[src/rtl/tcp_vlg_tx_arb.sv]
// tcp_vlg_tx_arb
// Shares a single tcp_vlg_tx packet transmitter between N packet sources.
// A ready source is picked round-robin, its metadata is latched, and the
// rdy/acc/req/done handshake plus the payload byte stream are routed between
// that source and the transmitter. One packet is in flight at a time and the
// grant is held until the transmitter reports done.
//
// Build option: define TCP_VLG_TX_ARB_PRIO0_EN to give source 0 strict
// priority; the remaining sources then share round-robin among themselves.

typedef struct packed {
  logic [31:0] seq;
  logic [31:0] ack;
  logic [7:0]  flags;
  logic [15:0] pld_len;
} tcp_meta_t;

module tcp_vlg_tx_arb #(
  parameter  int N     = 3,
  localparam int IDX_W = $clog2(N)
) (
  input  logic                 clk,
  input  logic                 rst,
  input  logic      [N-1:0]    src_rdy,
  input  tcp_meta_t [N-1:0]    src_meta,
  output logic      [N-1:0]    src_acc,
  output logic      [N-1:0]    src_req,
  input  logic      [N-1:0][7:0] src_dat,
  output logic      [N-1:0]    src_done,
  output logic                 tx_rdy,
  output tcp_meta_t            tx_meta,
  input  logic                 tx_acc,
  input  logic                 tx_req,
  output logic      [7:0]      tx_dat,
  input  logic                 tx_done,
  output logic                 busy,
  output logic      [IDX_W-1:0] grant_idx
);

  typedef enum logic [1:0] {
    IDLE,
    OFFER,
    ACTIVE,
    RELEASE
  } state_t;

  state_t           state;
  logic [IDX_W-1:0] last_grant;
  logic [IDX_W-1:0] winner;
  logic [IDX_W-1:0] scan_idx;
  logic             found;
  logic [N-1:0]     cand;
  logic [N-1:0]     grant_oh;
  logic             upd_last;

  assign grant_oh = N'(1) << grant_idx;

`ifdef TCP_VLG_TX_ARB_PRIO0_EN
  // Source 0 is handled outside the rotation, so it is removed from the candidates
  always_comb begin
    cand    = src_rdy;
    cand[0] = 1'b0;
  end

  // Grants to source 0 must not disturb the rotation pointer of the others
  assign upd_last = (grant_idx != '0);
`else
  // Every source takes part in the rotation
  always_comb begin
    cand = src_rdy;
  end

  // Every finished grant advances the rotation pointer
  assign upd_last = 1'b1;
`endif

  // Scan candidates starting just after the last granted index, wrapping at N-1
  always_comb begin
    winner   = '0;
    found    = 1'b0;
    scan_idx = last_grant;
    for (int k = 0; k < N; k++) begin
      scan_idx = (scan_idx == IDX_W'(N - 1)) ? '0 : scan_idx + IDX_W'(1);
      if (!found && cand[scan_idx]) begin
        winner = scan_idx;
        found  = 1'b1;
      end
    end
`ifdef TCP_VLG_TX_ARB_PRIO0_EN
    if (src_rdy[0]) begin
      winner = '0;
    end
`endif
  end

  // Grant FSM: latch winner and metadata, offer, stream, then one release cycle
  always_ff @(posedge clk or negedge rst) begin
    if (!rst) begin
      state      <= IDLE;
      last_grant <= IDX_W'(N - 1);
      grant_idx  <= '0;
      tx_meta    <= '0;
      tx_rdy     <= 1'b0;
      busy       <= 1'b0;
      src_acc    <= '0;
      src_done   <= '0;
    end else begin
      src_acc  <= '0;
      src_done <= '0;
      case (state)
        IDLE: begin
          if (|src_rdy) begin
            grant_idx <= winner;
            tx_meta   <= src_meta[winner];
            tx_rdy    <= 1'b1;
            busy      <= 1'b1;
            state     <= OFFER;
          end
        end
        OFFER: begin
          if (tx_done) begin
            tx_rdy   <= 1'b0;
            src_done <= grant_oh;
            if (tx_acc) begin
              src_acc <= grant_oh;
            end
            if (upd_last) begin
              last_grant <= grant_idx;
            end
            state <= RELEASE;
          end else if (tx_acc) begin
            tx_rdy  <= 1'b0;
            src_acc <= grant_oh;
            state   <= ACTIVE;
          end
        end
        ACTIVE: begin
          if (tx_done) begin
            src_done <= grant_oh;
            if (upd_last) begin
              last_grant <= grant_idx;
            end
            state <= RELEASE;
          end
        end
        RELEASE: begin
          busy  <= 1'b0;
          state <= IDLE;
        end
        default: begin
          state <= IDLE;
        end
      endcase
    end
  end

  // Payload path: route request and data only to the granted source while streaming
  always_comb begin
    src_req = '0;
    tx_dat  = '0;
    if (state == ACTIVE) begin
      src_req = grant_oh & {N{tx_req}};
      tx_dat  = src_dat[grant_idx];
    end
  end

endmodule

[config.mk]
export PLATFORM = sky130hd
export DESIGN_NAME = tcp_vlg_tx_arb
export DESIGN_NICKNAME = d
export VERILOG_FILES = /design/src/rtl/tcp_vlg_tx_arb.sv
export SDC_FILE = /design/constraint.sdc
export NUM_CORES = 1
export LEC_CHECK = 0
export BUFFER_PORTS_ARGS = -buffer_cell sky130_fd_sc_hd__buf_4
export CAP_MARGIN = 5
export CORE_AREA = 2 2 156 158
export CTS_CLUSTER_DIAMETER = 30
export CTS_CLUSTER_SIZE = 30
export DETAILED_ROUTE_END_ITERATION = 6
export DIE_AREA = 0 0 158 160
export PLACE_DENSITY = 0.58
export SYNTH_ARGS = -nofsm -noshare
export SYNTH_HDL_FRONTEND = slang
export SYNTH_SLANG_ARGS = --single-unit
[constraint.sdc]
create_clock -name clk -period 2.2 [get_ports clk]
set_clock_uncertainty 0.1 [all_clocks]
set_input_delay 0.33 -clock clk [delete_from_list [all_inputs] [get_ports clk]]
set_output_delay 0.33 -clock clk [all_outputs]
set_load 0.02 [all_outputs]
Yosys cells after proc, flatten, opt, wreduce, memory -nomap -nowiden. Index checks and enable logic that the tools add are counted.

Add/subtract/negate cells: 3. $lt $le $gt $ge: 5. Equal/unequal tests: 9. Shifts and indexed selects: 1. Mux-type cells: 34. Bitwise operators: 1. Reduce and logical (&&, ||, !) cells: 14.

Operator list (count): $bmux 88 s2 (1); $mux 88 (1); $mux 2 (10); $bmux 8 s2 (1); $mux 8 (2); $lt 2x3->1 const B (5); $mux 3 (5); $eq 2x2->1 const B (5); $mux 1 (8); $pmux 2 s4 (1); $add 2x1->2 const B (3); $bmux 1 s2 (3); $reduce_and 2->1 (3); $reduce_and 3->1 (2); $ne 2x2->1 const B (2); $pmux 1 s2 (2); $reduce_bool 2->1 (2); $and 3x3->3 (1); $ne 3x3->1 const B (1); $reduce_or 3->1 (1); $shl 1x2->3 const A (1); $eq 2x1->1 const B (1); $logic_and 1x1->1 (2); $logic_not 1->1 (2); 2 further kinds (2).

Flip-flop bits (word level): 102. Input port bits: 296. Output and inout bits: 109. Logic and storage cells: 78.

Depth between registers and ports, before layout. Gate-level depths: netlist of the first run.

Depth after elaboration: 13. Depth in mapped cells: 8. Mapped depth without buffers: 6.

Worst setup path before layout of the first run. OpenSTA, ideal clock, no wires.

Path type: register to output. From: register grant_idx[1]. To: output port tx_dat[4]. Arrival time: 1.480 ns. Data required time: 1.770 ns. Setup slack: 0.290 ns. Stages on the path, launching flop included: 6. Buffers on the path: 2. Cell sequence: dfrtp_1 > clkbuf_1 > buf_2 > mux2i_1 > o21ai_0 > and2_1.

Longest elaborated chain between the ends: 3.

RTL lines: start: declaration (line 37) `output logic [IDX_W-1:0] grant_idx`; start signal: assignment (line 113) `grant_idx <= winner;`; $bmux 8 s2 (line 163) `tx_dat = src_dat[grant_idx];`; $mux 8 (not written as such) (line 163); $mux 8 (line 161) `if (state == ACTIVE) begin`; end: declaration (line 34) `output logic [7:0] tx_dat,`.

No other way between the ends. The select of a mux whose other input is x is not followed.

Worst setup path after layout of the first run.
From: register state[0]. To: output port src_req[0].

Longest elaborated chain between the ends: 2.

RTL lines: start: declaration (line 47) `state_t state;`; start signal: assignment (line 99) `state <= IDLE;`; start signal: assignment (line 117) `state <= OFFER;`; start signal: assignment (line 130) `state <= RELEASE;`; $eq 2x2->1 (line 161); $mux 3 (line 161); end: declaration (line 27) `output logic [N-1:0] src_req,`.

No other way between the ends.

==> results of run 1 <==
==> timing repair <==
item | in CTS | in global routing
buffers inserted | 0 | 0
setup endpoints to repair | 0 | 8
endpoints found under the hold margin | 89 | 0
gates resized for setup | 0 | 3
hold buffers | 1 | 0
==> logic make-up (layout without fill, tap and decap cells) <==
group / count (synthesis) / in the layout / synth area share
muxes: 47 / 47 / 0.0691
buffers and inverters: 91 / 450 / 0.0580
and+or+nand+nor: 257 / 257 / 0.196
adders and majority gates: 4 / 4 / 0.00730
AOI/OAI and AO/OA: 303 / 303 / 0.298
DFF: 102 / 102 / 0.372
==> worst max-delay path, delay by kind of cell, from the launching register on <==
kind,cells,cell delay [ps]
adders and majority gates,1,290
buffers and inverters,2,280
and+or+nand+nor,2,280
DFF,1,410
==> per-stage QoR <==
step                cell area [µm²]  power, µW  instances
floorplan                      6860       8650        804
global placement              10200      11800       1470
detailed placement            10200      12000       1470
CTS                           10500      13700       1487
global route                  10500      14600       1487
finish                        10500      13600       1487
==> per-layer routing <==
metal,vias to the layer above,global-route usage,wire length [µm],part of all wire
li1,3707,-,-,-
met1,3632,0.276,11800,0.42
met2,303,0.363,13900,0.49
met3,28,0.0412,1950,0.069
met4,0,0.0565,520,0.019
met5,-,0,0,0
==> worst max path at each step <==
stage,from,to,slack (ps),cells past startpoint
3_5_place_dp,state[0],tx_meta[15],230,7
5_1_grt,grant_idx[1],tx_dat[5],40,5
3_3_place_gp,src_rdy[2],tx_meta[46],290,6
2_1_floorplan,grant_idx[1],tx_dat[4],290,5
6_report,state[0],src_req[0],170,5
4_1_cts,grant_idx[1],tx_dat[2],10,5
==> flip-flops by register name (all words and copies together) (netlist names) <==
signal      cells
state           2
tx_meta        88
last_grant      2
busy            1
src_acc         3
src_done        3
grant_idx       2
tx_rdy          1
==> area by class of cell <==
class,instances,share of cell area
Tap cell,324,0.0385
Timing Repair Buffer,429,0.317
Inverter,5,0.00178
Clock inverter,7,0.00736
Multi-Input combinational cell,611,0.372
Clock buffer,9,0.0214
Sequential cell,102,0.242
==> report_power, final <==
part           leakage [µW]  internal, µW  total, µW  switching (µW)
registers           0.00119          2810       3450             639
clock network      0.000147           899       1720             822
logic               0.00347          3790       8430            4630
==> cells in the final DEF, fill, tap and decap left out, types with 2 or more instances in the layout <==
cell type / synthesis / final
clkbuf_16: 0 / 9
nand2b_1: 3 / 2
nor2b_1: 55 / 55
o21ai_0: 47 / 47
mux2i_1: 44 / 44
a21oi_1: 2 / 2
nand2_1: 67 / 67
a31oi_1: 52 / 52
inv_6: 0 / 3
dfrtp_1: 101 / 100
inv_1: 5 / 5
ha_1: 4 / 3
and2_1: 62 / 61
o22ai_1: 105 / 105
buf_4: 6 / 418
nor2_1: 13 / 13
buf_12: 0 / 9
mux2_2: 3 / 3
a32oi_1: 36 / 36
a21boi_0: 53 / 53
nor3_1: 55 / 55
==> results.cfg, run 1 <==
[drt]
drt_pass1_iterations = 5
wl_per_cell_um = 18.9
drc = 0
viasPerCell = 5.16
wl_mm = 28.1
via_count = 7670
final_antenna_net_count = 0
drt_iter0_drc = 424

[clock_tree]
cts_sinks = 102
insertion_delay_ps = 350
cts_tree = built
cts_max_path_buffers = 2
clock-root-buffer = clkbuf_16
numCtsBuffers = 9
cts.clk_slew.worst_paths_ps = 90
cts_max_level = 3

[floorplanning]
start_util = 0.288
die_w_um = 158
die_area_mm2 = 0.0253
core_mm2 = 0.0238
fp.dieH_um = 160
io_pins = 405
rows = 57

[setup_path]
critical_path_class = reg2out
cpPeakStageDelay_ps = 410
reg2reg_to = tx_meta[80]
path_max_fanout = 10
critPathSlowestCell = dfrtp_1
worstPathCellList = inv_1 -> ha_2 -> nand2_1 -> nor3_1 -> buf_4
crit_arrival_ps = 1600
r2r_cells = 7
critPathRequiredTime_ps = 1770
reg2reg_from = state[0]
start_kind = flop
end_kind = output pin
ff2ff_setup_slack_ps = 220

[logic_synthesis]
syn-cell-area_mm2 = 0.00686
yosysMostFrequentCell = o22ai_1
yosysSeqAreaShare = 0.372
postSynthCellCount = 804
synth_flop_cell = dfrtp_1
synth_nets = 1104
ys_top_cells_by_area = dfrtp_1 (37%), o22ai_1 (9.6%), mux2i_1 (6.4%)
synth_enable_flop_cells = 0
yosysTopAreaCell = dfrtp_1
syn_area_per_cell_um2 = 8.53
synth_top_area_share = 0.368
synth_seq_cells = 102
synth.distinct_cells = 32
async_flop_share = 1.00
synth_common_cells = o22ai_1 (105), dfrtp_1 (101), nand2_1 (67)
ys_warn_count = 0

[sta]
tns_ps = 0
setup_ws_ps = 171
max_slew.worst_pin.slew_ps = 623
hold_ws_ps = 116
fmax_mhz = 493
hold_violations = 0
rsz0062_at_grt = no
final_max_slew_viol_count = 0
slew-limit-headroom = 0.585
fin_crit_ps = 2030
finalCritPeriodShare = 0.922
setup_viol = 0

[power]
ir_drop_uv = 539
cellLeakagePower_uw = 0.00480
power_density_mw_per_mm2 = 1290

[finish]
final_util = 0.443
nFillCells = 2447
diodes = 0
seq_area_mm2 = 0.00255
multi_input_comb_area_mm2 = 0.00392
fin_nets = 1458
drive_above_1_share = 0.394
area_delta_synth_final_pct = 53.7

[worst_hold_path]
hold_path.startpoint = src_meta[225]
hold_end = tx_meta[49]
hold_path_depth = 3
hold_path_class = in2reg

[global_routing]
grt_first_pass_wirelength_mm = 42.5
grt_pass1_vias = 7544
grt_usage = 0.214
gr-total-overflow = 0
grt_max_degree = 103
antenna_found_initial = 0

[placement]
post-place-ws_ps = 230
dp_hpwl_mm = 20.0
portBuffers = 404
gp_congestion = 0.790

[status]
status = completed

[flow_run]
max_cap_violations = 0
Note: power is estimated with default switching activity, not from simulation.
==> run 2: changes to the inputs <==
--- a/config.mk
+++ b/config.mk
@@ -12,6 +12,7 @@
 export CTS_CLUSTER_SIZE = 30
 export DETAILED_ROUTE_END_ITERATION = 6
 export DIE_AREA = 0 0 158 160
+export GPL_TIMING_DRIVEN = 0
 export PLACE_DENSITY = 0.58
 export SYNTH_ARGS = -nofsm -noshare
 export SYNTH_HDL_FRONTEND = slang
==> run 2 against run 1 <==
Combinational power rose by 4.4%. Sequential cell count did not move. Register-to-register slack got worse by 110 ps. Sequential share of layout area fell by 0.55 points. Critical endpoint is now tx_meta[5]. Highest routed layer unchanged.
==> results.cfg, run 2 (synthesized netlist as in run 1, its figures left out) <==
[drt]
final_antenna_net_count = 0
drt_iter0_drc = 510
via_count = 7914
wl_per_cell_um = 19.8
viasPerCell = 5.09
drt_pass1_iterations = 5
wl_mm = 30.8
drc = 0

[floorplanning]
io_pins = 405
start_util = 0.288
core_mm2 = 0.0238
die_area_mm2 = 0.0253
fp.dieH_um = 160
die_w_um = 158
rows = 57

[sta]
hold_violations = 0
hold_ws_ps = 111
fmax_mhz = 479
finalCritPeriodShare = 0.950
final_max_slew_viol_count = 0
setup_viol = 0
rsz0062_at_grt = yes
setup_ws_ps = 111
fin_crit_ps = 2090
max_slew.worst_pin.slew_ps = 661
slew-limit-headroom = 0.559

[flow_run]
max_cap_violations = 0

[clock_tree]
cts_sinks = 102
numCtsBuffers = 9
cts_tree = built
insertion_delay_ps = 360
cts_max_level = 3
clock-root-buffer = clkbuf_16
cts_max_path_buffers = 2
cts.clk_slew.worst_paths_ps = 80

[power]
pwr-share-seq = 0.245
switchingPower_uw = 6400
swShare = 0.456
ir_drop_uv = 567
cellLeakagePower_uw = 0.00496
power_density_mw_per_mm2 = 1300
internal_power_uw = 7650
power_frac_comb = 0.626
power.share.clock = 0.128

[placement]
dp_cells = 1532
gp_congestion = 0.821
portBuffers = 403
dp_hpwl_mm = 24.0
post-place-ws_ps = -370

[setup_path]
critPathRequiredTime_ps = 2310
crit_arrival_ps = 2200
path_max_fanout = 10
start_kind = flop
end_kind = flop
critical_path_class = reg2reg

[global_routing]
gr-total-overflow = 0
grt_first_pass_wirelength_mm = 46.4
grt_pass1_vias = 8250
antenna_found_initial = 0
grt_usage = 0.237
grt_max_degree = 61

[finish]
layout_common_cells = buf_4 (418), o22ai_1 (105), dfrtp_1 (100), nand2_1 (67), and2_1 (62)
area_delta_synth_final_pct = 57.3
nFillCells = 2470
top_register = tx_meta
top_regs = tx_meta (88), src_acc (3), src_done (3)
largest_reg_flops = 88
drive_above_1_share = 0.402
fin_nets = 1525
final_cell_count_no_fill = 1554
final_common_cell = buf_4
diodes = 0

[worst_hold_path]
hold_path_class = in2reg

[status]
status = completed
-- run 2: worst paths after layout --
| check | from | endpoint | slack, ps | cells after the start |
|---|---|---|---|---|
| setup / recovery | last_grant[1] | tx_meta[5] | 110 | 7 |
| hold / removal | src_meta[228] | tx_meta[52] | 110 | 3 |
| setup reg to reg | last_grant[1] | tx_meta[5] | 110 | 7 |
| hold reg to reg | tx_meta[50] | tx_meta[50] | 400 | 2 |
| max in group asynchronous | rst | busy | 820 | 3 |
| min in group asynchronous | rst | tx_meta[73] | 440 | 2 |
-- run 2: cell type report --
| cell class | count | area, µm² | share of cell area |
|---|---|---|---|
| Tap cell | 324 | 405 | 0.0376 |
| Clock inverter | 6 | 75.1 | 0.00696 |
| Buffer | 84 | 442 | 0.0409 |
| Clock buffer | 10 | 239 | 0.0222 |
| Timing Repair Buffer | 412 | 3120 | 0.289 |
| Multi-Input combinational cell | 611 | 3940 | 0.365 |
| Inverter | 5 | 18.8 | 0.00174 |
| Sequential cell | 102 | 2550 | 0.237 |
-- run 2: critical path, cell delays in order (launching register included) --
cell	delay [ps]
dfstp_2	540
buf_4	200
nor2_1	110
o21a_1	190
buf_2	180
clkbuf_2	230
nor3_2	270
o22ai_1	110
-- run 2: repair_timing --
item | 4_1_cts | 5_1_grt
setup endpoints to repair | 67 | 92
hold endpoints to repair | 41 | 0
cloned | 0 | 0
buffers inserted | 2 | 5
gates resized for setup | 14 | 45
hold buffers | 1 | 0
pin swaps | 1 | 1
-- run 2: per-stage QoR --
stage / total power, µW / TNS [ps] / area, µm² / util
3_3_place_gp: 12000 / -20580 / 10300 / 0.432
4_1_cts: 14000 / 0 / 10700 / 0.448
6_report: 14000 / 0 / 10800 / 0.453
2_1_floorplan: 8650 / 0 / 6860 / -
3_5_place_dp: 12100 / -19490 / 10300 / 0.433
5_1_grt: 15000 / -0.246 / 10800 / 0.453
-- run 2: power by group through the flow --
| stage | combinational [µW] | clock (µW) | sequential [µW] |
|---|---|---|---|
| floorplan | 4280 | 0 | 4370 |
| global placement | 8580 | 0 | 3430 |
| detailed placement | 8630 | 0 | 3460 |
| CTS | 8680 | 1830 | 3460 |
| global route | 9580 | 1890 | 3560 |
| finish | 8800 | 1800 | 3450 |
-- run 2: routing by layer --
layer  part of all wire  GRT usage  wire length [µm]  up-vias
met5                  0          0                 0        -
met4              0.025     0.0721               756        0
met3              0.070     0.0505              2150       41
met2               0.50      0.410             15300      317
met1               0.41      0.295             12600     3707
li1                   -          -                 -     3849
